==> src/rtl/ps2_key_decoder.sv <==
// ps2_key_decoder: PS/2 frame receiver and held-key decoder for two players; PS2_PARITY_CHECK_EN enables odd-parity checking
module ps2_key_decoder #(
  parameter int FILTER_LEN = 8,
  parameter int TIMEOUT_CYCLES = 25000
) (
  input  logic       Master_Clock_In,
  input  logic       Reset_In,
  input  logic       PS2_CLK,
  input  logic       PS2_DATA,
  output logic [4:0] P1_Keys,
  output logic [4:0] P2_Keys,
  output logic [7:0] Scan_Code_Out,
  output logic       Scan_Valid_Out,
  output logic       Frame_Error_Out
);
  localparam int FW = $clog2(FILTER_LEN + 1);
  localparam int TW = $clog2(TIMEOUT_CYCLES + 1);
  localparam logic [FW-1:0] FMAX = FW'(FILTER_LEN - 1);
  localparam logic [TW-1:0] TMAX = TW'(TIMEOUT_CYCLES);
  typedef enum logic [1:0] {IDLE, DATA, PARITY, STOP} state_t;
  state_t state, state_n;
  logic [1:0] clk_s, dat_s;
  logic fclk;
  logic [FW-1:0] fcnt;
  logic [TW-1:0] tcnt;
  logic [2:0] bcnt;
  logic [7:0] sh;
  logic ext, brk, flip, smp, tout, ok, bad, pchk;
  assign flip = (clk_s[1] != fclk) && (fcnt == FMAX);
  assign smp = flip && fclk;
  assign tout = (state != IDLE) && (tcnt == TMAX);
`ifdef PS2_PARITY_CHECK_EN
  logic par;
  always_ff @(posedge Master_Clock_In or posedge Reset_In)
    if (Reset_In) par <= 1'b0;
    else if (smp && state == PARITY) par <= dat_s[1];
  assign pchk = ^{sh, par};
`else
  assign pchk = 1'b1;
`endif
  always_ff @(posedge Master_Clock_In or posedge Reset_In) begin
    if (Reset_In) begin
      clk_s <= 2'b11;
      dat_s <= 2'b11;
      fclk  <= 1'b1;
      fcnt  <= '0;
    end else begin
      clk_s <= {clk_s[0], PS2_CLK};
      dat_s <= {dat_s[0], PS2_DATA};
      fclk  <= flip ? clk_s[1] : fclk;
      fcnt  <= (clk_s[1] == fclk || flip) ? '0 : fcnt + 1'b1;
    end
  end
  always_comb begin
    state_n = state;
    ok = 1'b0;
    bad = tout;
    if (tout) state_n = IDLE;
    else if (smp)
      case (state)
        IDLE:    state_n = dat_s[1] ? IDLE : DATA;
        DATA:    state_n = (bcnt == 3'd7) ? PARITY : DATA;
        PARITY:  state_n = STOP;
        default: begin
          state_n = IDLE;
          ok = dat_s[1] && pchk;
          bad = !ok;
        end
      endcase
  end
  always_ff @(posedge Master_Clock_In or posedge Reset_In) begin
    if (Reset_In) begin
      state <= IDLE;
      tcnt  <= '0;
      bcnt  <= '0;
      sh    <= '0;
    end else begin
      state <= state_n;
      tcnt  <= (smp || state == IDLE) ? '0 : tcnt + 1'b1;
      bcnt  <= (smp && state == DATA) ? bcnt + 1'b1 : (state == IDLE ? 3'd0 : bcnt);
      if (smp && state == DATA) sh <= {dat_s[1], sh[7:1]};
    end
  end
  always_ff @(posedge Master_Clock_In or posedge Reset_In) begin
    if (Reset_In) begin
      P1_Keys         <= '0;
      P2_Keys         <= '0;
      Scan_Code_Out   <= '0;
      Scan_Valid_Out  <= 1'b0;
      Frame_Error_Out <= 1'b0;
      ext             <= 1'b0;
      brk             <= 1'b0;
    end else begin
      Scan_Valid_Out  <= ok;
      Frame_Error_Out <= bad;
      if (bad) begin
        ext <= 1'b0;
        brk <= 1'b0;
      end else if (ok) begin
        Scan_Code_Out <= sh;
        if (sh == 8'hE0) ext <= 1'b1;
        else if (sh == 8'hF0) brk <= 1'b1;
        else begin
          ext <= 1'b0;
          brk <= 1'b0;
          case ({ext, sh})
            9'h01D:  P1_Keys[0] <= !brk;
            9'h01C:  P1_Keys[1] <= !brk;
            9'h023:  P1_Keys[2] <= !brk;
            9'h01B:  P1_Keys[3] <= !brk;
            9'h029:  P1_Keys[4] <= !brk;
            9'h05A:  P2_Keys[4] <= !brk;
            9'h175:  P2_Keys[0] <= !brk;
            9'h16B:  P2_Keys[1] <= !brk;
            9'h174:  P2_Keys[2] <= !brk;
            9'h172:  P2_Keys[3] <= !brk;
            default: ;
          endcase
        end
      end
    end
  end
endmodule

==> config.mk <==
export PLATFORM = sky130hd
export DESIGN_NAME = ps2_key_decoder
export DESIGN_NICKNAME = d
export VERILOG_FILES = /design/src/rtl/ps2_key_decoder.sv
export SDC_FILE = /design/constraint.sdc
export NUM_CORES = 1
export LEC_CHECK = 0
export BUFFER_PORTS_ARGS = -buffer_cell sky130_fd_sc_hd__buf_2
export CAP_MARGIN = 40
export CORE_AREA = 3 3 70 79
export DETAILED_ROUTE_END_ITERATION = 6
export DIE_AREA = 0 0 73 82
export PLACE_DENSITY = 0.87
export SETUP_SLACK_MARGIN = 0.05
export SKIP_LAST_GASP = 1
export SLEW_MARGIN = 20
export SYNTH_ARGS = -nofsm -noshare
export SYNTH_HDL_FRONTEND = slang
export SYNTH_SLANG_ARGS = --single-unit
==> constraint.sdc <==
create_clock -name Master_Clock_In -period 2.4 [get_ports Master_Clock_In]
set_clock_uncertainty 0.1 [all_clocks]
set_input_delay 0.36 -clock Master_Clock_In [delete_from_list [all_inputs] [get_ports Master_Clock_In]]
set_output_delay 0.36 -clock Master_Clock_In [all_outputs]
set_load 0.005 [all_outputs]
==> metrics.yaml <==
status:
  run_status: "finished clean"
clocking:
  cts.sinks: 59
  ctsLongestPathBuffers: 2
  cts_tree: "yes"
  numCtsBuffers: 9
  h-tree-depth: 3
  clk_latency_ns: 0.34
  path_clk_slew_ns: 0.06
  clock-root-buffer: "clkbuf_8"
yosys:
  synth_top_flop_cell: "dfrtp_1"
  synth.distinct_cells: 48
  ys_warn_count: 0
  synth_edf_count: 0
  synth_seq_cells: 59
  syn_area_um2: 2806
  async_flop_share: 1.000
  syn_avg_cell_area_um2: 11.94
  synth_cells: 235
  yosysSeqAreaShare: 0.5283
  synth_nets: 244
worst_setup_path:
  cp_slowest_stage_delay_ns: 0.47
  critPathLaunchType: "register"
  crit_fanout: 14
  crit_path_cell_trace: "ha_1, nand3b_4, or3b_4, a21o_1, mux2_2"
  cp.required_ns: 2.52
  crit_arrival_ns: 2.07
  endpoint_kind: "register"
  crit_buf_inv: 0
  crit_path_top_delay_cell: "or3b_4"
  path_class: "reg2reg"
  crit_family: "simple AND/OR/NAND/NOR gates"
final_layout:
  layout-drive-gt1-share: 0.3197
  num_antenna_cells: 0
  num-nets-final: 274
  final_area_um2: 3203
  area_delta_synth_final_pct: 14.13
  final_common_cell: "dfrtp_1"
  layout_common_cells: "dfrtp_1, mux2_2, nor2_1, buf_2, clkbuf_8"
place:
  port_buffers: 23
  post-dp-hpwl_mm: 3.257
  place_area_um2: 2972
  place_congestion: 0.8355
drt:
  drc: 0
  detail_route.wl_per_cell_um: 14.72
  drt_wl_total_mm: 4.812
  vias_per_cell: 5.768
  drtIter0Drc: 135
  num_vias: 1886
  firstDrtPassIters: 4
  drtAntennaViolNets: 0
global_route:
  first_global_vias: 1881
  track_usage: 0.1869
  grt_max_degree: 60
  grt_pass1_wl_mm: 8.424
  grt_remaining_overflow: 0
  antenna_found_initial: 0
floorplanning:
  initial_core_util: 0.5729
  rows: 27
  ioPinCount: 24
  core_um2: 4898
  fp.dieW_um: 73
  fp.dieH_um: 82
  die-area_um2: 5986
sta:
  final_max_slew_viol_count: 0
  min_period_ns: 1.952
  rsz0062_at_grt: "no"
  hold_violations: 0
  worst_pin_slew_ns: 0.6030
  fin_hold_ws_ns: 0.02301
  relSlewSlack: 0.5980
  fin_tns_setup_ns: 0
  clock.fmax_mhz: 512.2
  setup_viol: 0
  fin_crit_sh: 0.8134
power:
  p_total_w: 0.002060
  ir_drop_mv: 0.6983
  p_per_area_nw_per_um2: 643.0
  power_leakage_nw: 1.569
flow_run:
  maxCapViolCount: 0
min_path:
  hold_path.class: "in2reg"
## cells in the mapped netlist (all sizes together), types with 5 or more instances
library cell / number / area share
xnor2: 10 / 0.031
nand3b: 5 / 0.022
buf: 5 / 0.012
dfrtp: 54 / 0.48
nand2: 8 / 0.012
ha: 5 / 0.022
nor4: 9 / 0.028
nand4: 11 / 0.027
nor2: 23 / 0.031
nand4b: 5 / 0.016
nand3: 9 / 0.016
inv: 10 / 0.013
mux2: 28 / 0.11
dfstp: 5 / 0.047
nor3: 7 / 0.020
xor2: 6 / 0.019
## per-stage QoR
stage / setup slack (ns) / instances / utilization
floorplan: 0.4919 / 235 / -
global placement: 0.2461 / 309 / 0.6066
detailed placement: 0.1687 / 309 / 0.6066
CTS: 0.1457 / 325 / 0.6498
global route: 0.3003 / 327 / 0.6539
finish: 0.4478 / 327 / 0.6539
## worst reg2reg max path: stages (launching register included)
cell	delay, ns
dfrtp_1	0.37
ha_1	0.23
nand3b_4	0.21
or3b_4	0.47
a21o_1	0.20
mux2_2	0.26
## routing by layer
| metal | GRT usage | wire [um] | part of all wire |
|---|---|---|---|
| met5 | 0 | 0 | 0 |
| met4 | 0.09779 | 112 | 0.023 |
| met3 | 0.05753 | 249 | 0.052 |
| met2 | 0.3068 | 2453 | 0.51 |
| met1 | 0.2187 | 1997 | 0.42 |
## report_power, final
part	switching, W	internal (W)	leakage, nW
sequential	0.0000339	0.00103	0.805
combinational	0.0000502	0.0000434	0.667
clock	0.000370	0.000528	0.0974
## registers in the layout (all words and copies together) (netlist names), 2 cells and up
register,cells
Scan_Code_Out,8
P2_Keys,5
clk_s,2
fcnt,4
P1_Keys,5
dat_s,2
tcnt,15
sh,8
state,2
bcnt,3
## area by class of cell
type	count	area [um2]
fill	370	1695
sequential	59	1483
multi-input combinational	157	1241
timing repair buffer	28	167.7
clock buffer	11	151.4
tap	58	72.57
clock inverter	4	50.05
inverter	10	37.54
## kinds of logic (layout without fill, tap and decap cells)
| group | Yosys count | in the layout | share of synthesized area |
|---|---|---|---|
| xor gates and xnor gates | 16 | 16 | 0.04993 |
| AOI/OAI and AO/OA | 15 | 15 | 0.03968 |
| muxes | 28 | 28 | 0.1123 |
| and+or+nand+nor | 93 | 93 | 0.2162 |
| buffers and inverters | 19 | 53 | 0.03121 |
| DFF | 59 | 59 | 0.5283 |
| adders and majority gates | 5 | 5 | 0.02229 |
## path summary, 6_finish.rpt
path	from	to	slack [ns]	cells past startpoint
worst max-delay path	fcnt[0]	bcnt[0]	0.45	5
worst min-delay path	PS2_DATA	dat_s[0]	0.02	1
worst max register to register	fcnt[0]	bcnt[0]	0.45	5
worst min register to register	clk_s[0]	clk_s[1]	0.26	0
max in group asynchronous	Reset_In	fclk	1.38	4
min in group asynchronous	Reset_In	tcnt[8]	0.50	4
## timing repair
item | 4_1_cts | 5_1_grt
buffers inserted | 0 | 2
endpoints found under the hold margin | 54 | 0
hold buffers | 1 | 0
setup endpoints to repair | 0 | 8
resized for setup | 0 | 1
Note: power is estimated with default switching activity, not from simulation.
